===== src/rtl/matrix_tx_sequencer_pkg.sv =====
// Shared definitions for the result-matrix UART dump sequencer: state encoding,
// LED codes, default frame header and checksum width.
package matrix_tx_sequencer_pkg;

  localparam int         CSUM_W         = 8;
  localparam logic [7:0] DEFAULT_HEADER = 8'hA5;

  // Issue states load the transmitter; *_WAIT/SEND states wait for ack then free.
  typedef enum logic [2:0] {
    S_IDLE,
    S_HDR,
    S_HDR_WAIT,
    S_READ,
    S_LOAD,
    S_SEND,
    S_FIN,
    S_FIN_WAIT
  } state_t;

  localparam logic [4:0] LED_IDLE   = 5'b10000;
  localparam logic [4:0] LED_HDR    = 5'b01000;
  localparam logic [4:0] LED_READ   = 5'b00100;
  localparam logic [4:0] LED_SEND   = 5'b00010;
  localparam logic [4:0] LED_FINISH = 5'b00001;

  function automatic logic [4:0] state_led_of(input state_t s);
    logic [4:0] led;
    led = LED_IDLE;
    case (s)
      S_IDLE:             led = LED_IDLE;
      S_HDR, S_HDR_WAIT:  led = LED_HDR;
      S_READ, S_LOAD:     led = LED_READ;
      S_SEND:             led = LED_SEND;
      S_FIN, S_FIN_WAIT:  led = LED_FINISH;
      default:            led = LED_IDLE;
    endcase
    return led;
  endfunction

endpackage


===== src/rtl/matrix_tx_sequencer_sync_edge.sv =====
// Two-flop synchronizer with rising-edge detect for an asynchronous level input.
// Latency: sync_out 2 slow_clk, rise 2 slow_clk after the input edge; no backpressure.
module matrix_tx_sequencer_sync_edge (
  input  logic slow_clk,
  input  logic rst,
  input  logic async_in,
  output logic sync_out,
  output logic rise
);

  logic [2:0] shift;

  always_ff @(posedge slow_clk or posedge rst) begin
    if (rst) begin
      shift <= '0;
    end else begin
      shift <= {shift[1:0], async_in};
    end
  end

  assign sync_out = shift[1];
  assign rise     = shift[1] & ~shift[2];

endmodule


===== src/rtl/matrix_tx_sequencer.sv =====
// Dumps result matrix R as HEADER, row-major elements, 8-bit checksum to the UART transmitter.
// Latency: start edge to first tx_start is 2 slow_clk; each byte waits for tx ack then free, or aborts on timeout.
module matrix_tx_sequencer
  import matrix_tx_sequencer_pkg::*;
#(
  parameter int         ROWS        = 2,
  parameter int         COLS        = 2,
  parameter int         ADDR_W      = 6,
  parameter logic [7:0] HEADER      = DEFAULT_HEADER,
  parameter int         ACK_TIMEOUT = 16
) (
  input  logic              slow_clk,
  input  logic              rst,
  input  logic              start,
  output logic              mem_rd_en,
  output logic [ADDR_W-1:0] mem_rd_addr,
  input  logic [7:0]        mem_rd_data,
  output logic              tx_start,
  output logic [7:0]        tx_data,
  input  logic              tx_busy,
  output logic              busy,
  output logic              done,
  output logic              error,
  output logic [4:0]        state_led,
  output logic [ADDR_W:0]   sent_count
);

  localparam int              TMR_W    = $clog2(ACK_TIMEOUT + 1);
  localparam logic [TMR_W-1:0] TMR_LAST = TMR_W'(ACK_TIMEOUT - 1);
  localparam logic [ADDR_W:0]  LAST_IDX = (ADDR_W + 1)'(ROWS * COLS - 1);

  state_t             state, state_n;
  logic               start_q;
  logic               start_rise;
  logic               busy_sync;
  logic               tx_ack;
  logic               tx_free;
  logic               acked;
  logic [TMR_W-1:0]   timer;
  logic [CSUM_W-1:0]  checksum;
  logic               wait_timeout;

  logic tx_start_n, ld_hdr, ld_elem, ld_csum, frame_clr;
  logic wait_step, cnt_inc, set_err, set_done;

  matrix_tx_sequencer_sync_edge u_busy_sync (
    .slow_clk (slow_clk),
    .rst      (rst),
    .async_in (tx_busy),
    .sync_out (busy_sync),
    .rise     (tx_ack)
  );

  assign tx_free      = ~busy_sync;
  assign start_rise   = start & ~start_q;
  assign wait_timeout = ~acked & ~tx_ack & (timer == TMR_LAST);

  always_comb begin
    state_n    = state;
    tx_start_n = 1'b0;
    ld_hdr     = 1'b0;
    ld_elem    = 1'b0;
    ld_csum    = 1'b0;
    frame_clr  = 1'b0;
    wait_step  = 1'b0;
    cnt_inc    = 1'b0;
    set_err    = 1'b0;
    set_done   = 1'b0;
    case (state)
      S_IDLE: begin
        if (start_rise) begin
          frame_clr = 1'b1;
          state_n   = S_HDR;
        end
      end
      S_HDR: begin
        if (tx_free) begin
          tx_start_n = 1'b1;
          ld_hdr     = 1'b1;
          state_n    = S_HDR_WAIT;
        end
      end
      S_HDR_WAIT: begin
        wait_step = 1'b1;
        if (acked && tx_free) begin
          state_n = S_READ;
        end else if (wait_timeout) begin
          set_err = 1'b1;
          state_n = S_IDLE;
        end
      end
      S_READ: begin
        if (tx_free) begin
          state_n = S_LOAD;
        end
      end
      S_LOAD: begin
        tx_start_n = 1'b1;
        ld_elem    = 1'b1;
        state_n    = S_SEND;
      end
      S_SEND: begin
        wait_step = 1'b1;
        if (acked && tx_free) begin
          cnt_inc = 1'b1;
          state_n = (sent_count == LAST_IDX) ? S_FIN : S_READ;
        end else if (wait_timeout) begin
          set_err = 1'b1;
          state_n = S_IDLE;
        end
      end
      S_FIN: begin
        if (tx_free) begin
          tx_start_n = 1'b1;
          ld_csum    = 1'b1;
          state_n    = S_FIN_WAIT;
        end
      end
      S_FIN_WAIT: begin
        wait_step = 1'b1;
        if (acked && tx_free) begin
          set_done = 1'b1;
          state_n  = S_IDLE;
        end else if (wait_timeout) begin
          set_err = 1'b1;
          state_n = S_IDLE;
        end
      end
      default: state_n = S_IDLE;
    endcase
  end

  always_ff @(posedge slow_clk or posedge rst) begin
    if (rst) begin
      state <= S_IDLE;
    end else begin
      state <= state_n;
    end
  end

  // start_q resets high so a start level held through reset release is not an edge.
  always_ff @(posedge slow_clk or posedge rst) begin
    if (rst) begin
      start_q    <= 1'b1;
      tx_start   <= 1'b0;
      tx_data    <= 8'h00;
      busy       <= 1'b0;
      done       <= 1'b0;
      error      <= 1'b0;
      sent_count <= '0;
      checksum   <= '0;
      timer      <= '0;
      acked      <= 1'b0;
    end else begin
      start_q  <= start;
      tx_start <= tx_start_n;
      done     <= set_done;
      if (frame_clr) begin
        busy       <= 1'b1;
        error      <= 1'b0;
        sent_count <= '0;
        checksum   <= '0;
      end
      if (ld_hdr) begin
        tx_data <= HEADER;
      end
      if (ld_elem) begin
        tx_data  <= mem_rd_data;
        checksum <= checksum + mem_rd_data;
      end
      if (ld_csum) begin
        tx_data <= checksum;
      end
      if (tx_start_n) begin
        timer <= '0;
        acked <= 1'b0;
      end else if (wait_step && !acked) begin
        if (tx_ack) begin
          acked <= 1'b1;
        end else begin
          timer <= timer + TMR_W'(1);
        end
      end
      if (cnt_inc) begin
        sent_count <= sent_count + (ADDR_W + 1)'(1);
      end
      if (set_err) begin
        error <= 1'b1;
        busy  <= 1'b0;
      end
      if (set_done) begin
        busy <= 1'b0;
      end
    end
  end

  assign mem_rd_en   = (state == S_READ) && tx_free;
  assign mem_rd_addr = (state == S_READ) ? sent_count[ADDR_W-1:0] : '0;
  assign state_led   = state_led_of(state);

endmodule


===== config.mk =====
export PLATFORM = sky130hd
export DESIGN_NAME = matrix_tx_sequencer
export DESIGN_NICKNAME = d
export VERILOG_FILES = /design/src/rtl/matrix_tx_sequencer_pkg.sv /design/src/rtl/matrix_tx_sequencer_sync_edge.sv /design/src/rtl/matrix_tx_sequencer.sv
export SDC_FILE = /design/constraint.sdc
export NUM_CORES = 1
export LEC_CHECK = 0
export BUFFER_PORTS_ARGS = -buffer_cell sky130_fd_sc_hd__buf_2
export CAP_MARGIN = 15
export CORE_MARGIN = 4
export CORE_UTILIZATION = 56
export DETAILED_ROUTE_END_ITERATION = 16
export GPL_TIMING_DRIVEN = 0
export PLACE_DENSITY = 0.83
export SLEW_MARGIN = 15
export SYNTH_ARGS = -nofsm -noshare
export SYNTH_HDL_FRONTEND = slang
export SYNTH_SLANG_ARGS = --single-unit

===== constraint.sdc =====
create_clock -name slow_clk -period 2.64 [get_ports slow_clk]
set_input_delay 0.132 -clock slow_clk [delete_from_list [all_inputs] [get_ports slow_clk]]
set_output_delay 0.132 -clock slow_clk [all_outputs]
set_load 0.02 [all_outputs]

# [Yosys cells after proc, flatten, opt, wreduce, memory -nomap -nowiden]
# Memories as Yosys holds them, arrays and structs flattened.
# Index checks and enable logic that the tools add are counted.
# W data, S select, Z words.
[totals] reg_bits=40 rom_bits=40 wordCells=99 mem_count=1
[classes] n_addsub=3 n_eq_ne=14 muxes=43 n_bitwise=9 reduce_logical=17
[mem_list] name="(name not given)" depth=8 word_bits=5 rd=1 rd_clocked_by_memory_dff=0 write_ports=0 line_no="matrix_tx_sequencer_pkg.sv:29" source="case (s)"
[op_table] cell="$mux W8" count=5
[op_table] cell="$mux W3" count=9
[op_table] cell="$pmux W3 S8" count=1
[op_table] cell="$mux W1" count=21
[op_table] cell="$mux W5" count=3
[op_table] cell="$mux W7" count=2
[op_table] cell="$eq A3 B3 Y1 const B" count=4
[op_table] cell="$reduce_bool A2 Y1" count=5
[op_table] cell="$add A8 B8 Y8" count=1
[op_table] cell="$ne A2 B2 Y1 const B" count=4
[op_table] cell="$add A7 B1 Y7 const B" count=1
[op_table] cell="$eq A7 B2 Y1 const B" count=1
[op_table] cell="$eq A3 B2 Y1 const B" count=2
[op_table] cell="$mux W6" count=1
[op_table] cell="$reduce_bool A3 Y1" count=2
[op_table] cell="$add A5 B1 Y5 const B" count=1
[op_table] cell="$eq A5 B4 Y1 const B" count=1
[op_table] cell="$not A1 Y1" count=5
[op_table] cell="$and A1 B1 Y1" count=4
[op_table] cell="$reduce_and A2 Y1" count=2
[op_table] cell="$reduce_and A4 Y1" count=1
[op_table] cell="$eq A3 B1 Y1 const B" count=1
[op_table] cell="$logic_and A1 B1 Y1" count=3
[op_table] cell="$logic_not A3 Y1" count=1
[op_table] cell="other kinds (5)" count=5

# [Longest topological paths before layout]
[depth] depth_word=10 depth_mapped=9

# [Cells and area by module]
# Synthesis repeated with hierarchy kept, for this count alone.
[unflattened] cells_unflattened=249 area_unflattened_um2=2329.7
[by_module_without_submodules] mod="matrix_tx_sequencer" n_inst=1 cells_per_inst=244 area_each_um2=2237.1
[by_module_without_submodules] mod="matrix_tx_sequencer_sync_edge" n_inst=1 cells_per_inst=5 area_each_um2=92.6

# [Worst setup path after synthesis]
# No wires, ideal clock.
[synth_path] path_type="flip-flop to flip-flop" startpoint="reg state[1]" endpoint="reg state[1]" setup_time_ns=0.131 arrival_ns=1.876 path_slack_ns=0.633 path_stages_with_launch=9 path_buffers=1 period_less_slack_ns=2.007 cell_sequence="dfrtp_1 -> inv_1 -> ha_1 -> buf_2 -> or2_2 -> a22oi_1 -> mux2i_1 -> nor2_1 -> or3_1"
[synth_via] elab_chain_cells=3 word_cells_on_any_way=18 classes_between="eq/ne: 11; mux: 5; reduce/logical: 2"
[synth_lines] element="start: declaration" line_no="matrix_tx_sequencer.sv:32" source="state_t state, state_n;"
[synth_lines] element="start signal: assignment" line_no="matrix_tx_sequencer.sv:137" source="state <= state_n;"
[synth_lines] element="$eq A3 B1 Y1 (tied with other cells)" line_no="matrix_tx_sequencer.sv:69" source="case (state)"
[synth_lines] element="$ne A2 B2 Y1 (no source line) (tied with other cells)"
[synth_lines] element="$reduce_and A4 Y1 (no source line) / $pmux W3 S8 (equally long branches)"
# Parallel ways exist; a longest one is shown, timed or not.
# A chain may end at the register's enable or synchronous reset.

# [Worst setup path in the final report]
# Same ends and word-level chain as after synthesis.

==> metrics.md <==
| Metric | Value |
|---|---|
| Routed Antenna Nets | 0 |
| WL final | 5570 µm |
| Count of different cell masters after synthesis | 47 |
| Vias per inst | 5.98 |
| Nets | 336 |
| Residual DRC count | 0 |
| Crit path launch type | register |
| CTS H-tree lvls | 2 |
| Final setup viols | 0 |
| Critical path cell sequence | inv_1 > ha_1 > buf_2 > or2_2 > a22oi_1 > mux2i_1 > nor2_1 > or3_1 |
| Crit end category | register |
| Via count | 2152 |
| CTS buffer count | 5 |
| Clock skew | 9.07 ps |
| Max IR drop VDD | 0.546 mV |
| Layout overhead on the synthesized area | 18.2% |
| Initial core utilization | 58.4% |
| Overall Global Routing Usage | 22.4% |
| Critical path's top delay family | simple AND/OR/NAND/NOR gates |
| Placed Cells | 349 |
| 1st-iter DRT viols | 109 |
| Final Max Tran Viols | 0 |
| Post-synth EDFFs | 0 |
| Num rows | 23 |
| Hold_sp | mem_rd_data[5] |
| Pin count of the biggest net entering global routing | 22 |
| Met1 usage | 28.8% |
| Share of cells above drive strength 1 | 21.0% |
| Clk buf depth | 2 |
| CP Max Fanout | 9 |
| GP Congestion | 0.861 |
| Post-DP HPWL | 4050 µm |
| Die area | 5340 µm² |
| Max_slew headroom | 61.4% |
| TritonRoute pass-1 iters | 4 |
| Tcrit/Tclk final | 85.9% |
| Synth area leaders | dfrtp_1 41%, ha_1 7.4%, o21ai_0 4.6%, nor2_1 3.8%, nand3_1 3.0% |
| Commonest cells after routing, fill and taps aside | 48 x buf_2, 39 x dfrtp_1, 24 x nor2_1 |
| Worst skew pair latency | 300 ps |
| Buffers on Ports | 42 |
| Critical path arrival | 2430 ps |
| Fillers | 340 |
| Highest Clock Rate | 0.441 GHz |
| Crit path buffers/inverters | 2 |
| Syn avg cell area | 9.26 µm² |
| Post-route setup TNS | 0 ps |
| Initial antenna violation count | 0 |
| LEAKAGE | 1.41 nW |
| Post-synthesis cell area | 2370 µm² |
| GRT overflow | 0 |
| Reg clk slew, reported paths | 70 ps |
| Most Crowded Layer GR | met2 |
| Mapped Cells | 256 |
| # diodes | 0 |
| Tmin final | 2270 ps |
| Met3 Use GR | 5.37% |
| Post-DR wirelength/cell | 15.5 µm |
| I/O Pins | 43 |
| Post-place setup slack | 412 ps |
| Syn nets | 283 |
| # clock sinks | 40 |
| Reg-to-Reg Start | state[1] |
| Hold Crit Class | in2reg |
| Max incr delay on CP | 420 ps |
| Power Density | 1050 nW/µm² |
| Unrepaired setup endpoints after global routing | false |
| CTS root buffer | clkbuf_8 |
| Crit. Startpoint | state[1] |
| Outcome | finished clean |
| Yosys reg bits | 40 |
| Vias in the first global route | 2011 |
| CTS tree | built |
| First-pass GRT wire length | 9200 µm |
| Slowest CP cell | dfrtp_1 |
| Critical path class | reg2reg |
| Setup WS post-layout | 371 ps |
| Post-CTS sizing | 0 |
| Prevailing post-synth register cell | dfrtp_1 |
| Chip height | 73.1 µm |
| Most common cell after layout, fill and taps aside | buf_2 |
| Tightest Pin Transition | 579 ps |
| Seq/Total Area, Yosys | 42.3% |
| Synth top area share | 41.2% |
| WP data required | 2800 ps |
| Finished Layout Cells | 360 |
| Fin. Hold Viols | 0 |
| Post-synthesis async set-or-reset flop share | 100% |
| Core area | 4060 µm² |
| GR Layer Usage met2 | 36.1% |
| Synth warn | 0 |
| # Max-Cap Violations | 0 |
| Die Wd | 73.1 µm |
| Synth area leader | dfrtp_1 |
[worst reg2reg max path, cell delays in order, from the launching register on]
cell,delay (ps)
dfrtp_1,420
inv_1,80
ha_1,180
buf_2,180
or2_2,330
a22oi_1,340
mux2i_1,230
nor2_1,50
or3_1,320
[report_power, final]
group / internal, W / leakage (nW) / switching [W]
combinational: 0.000574 / 0.862 / 0.000914
sequential: 0.000821 / 0.499 / 0.000187
clock: 0.000238 / 0.0515 / 0.000207
total: 0.00163 / 1.41 / 0.00131
[worst paths after layout]
path                       cells after the start              endpoint  slack [ps]
min in group asynchronous                      3         sent_count[6]         390
max reg2reg                                    8              state[1]         370
max                                            8              state[1]         370
max in group asynchronous                      4               start_q        1710
min reg2reg                                    0  u_busy_sync.shift[1]         360
min                                            3            tx_data[5]         130
[what timing repair did]
| action | CTS | global route |
|---|---|---|
| hold buffers | 3 | 0 |
| buffers inserted | 0 | 0 |
| endpoints found under the hold margin | 21 | 0 |
[sequential cells by signal, summed over array words and instances, names as in the netlist, 3 cells and up]
| name | count |
|---|---|
| tx_data | 8 |
| timer | 5 |
| u_busy_sync.shift | 3 |
| checksum | 8 |
| sent_count | 7 |
| state | 3 |
[per-stage QoR]
| step | area (µm²) | utilization, % | hold slack [ps] | total power [W] |
|---|---|---|---|---|
| final | 2800 | 69.0 | 134 | 0.00294 |
| after global routing | 2800 | 69.0 | 142 | 0.00317 |
| after CTS | 2800 | 69.0 | 131 | 0.00295 |
| after detailed placement | 2670 | 65.8 | 173 | 0.00249 |
| after global placement | 2640 | 65.2 | 240 | 0.00243 |
| after floorplan | 2370 | - | 136 | 0.00206 |
[synth_stat cells, types with 2 or more instances]
cell type  count
and2_1        10
xor2_1         5
a31oi_1        2
nand4_1        2
mux2i_1        3
inv_1          9
a21oi_1       12
clkbuf_1       6
buf_2          6
xnor2_1        3
nand3_1       14
a221o_1        4
nor3_1         9
o21a_1         2
o211ai_1       2
nand2b_1       2
and2b_1        2
nand3b_1       2
nand2_1       17
a21o_1         3
a211o_1        3
o21ai_0       22
nor2_1        24
dfrtp_1       39
o31ai_1        2
o22ai_1        2
a211oi_1       5
a22o_1         2
nor2_2         2
nor2b_1        3
and3_1         8
ha_1          14
[layer usage]
metal	up-vias	share of wire [%]
met5	-	0
met4	0	1.5
met3	8	8.0
met2	93	47
met1	1028	43
li1	1023	-
[cell type report]
class	count	area, µm²	share of cell area [%]
flip-flops and latches	40	1000	35.8
repair buffers	46	268	9.56
inverters	9	33.8	1.21
multi-input cells	194	1270	45.4
plain buffers	13	63.8	2.28
well taps	50	62.6	2.23
clock buffers	8	100	3.57
[cells by family (layout without fill, tap and decap cells)]
logic type,after synthesis,in the layout,share of synthesized area [%]
compound gates,68,68,19.5
xor+xnor,8,8,2.96
simple gates,100,100,21.7
flops,40,40,42.3
buf+inv,22,76,4.12
fa+ha+maj,15,15,8.23
mux,3,3,1.27
(Power assumes the default switching activity.)
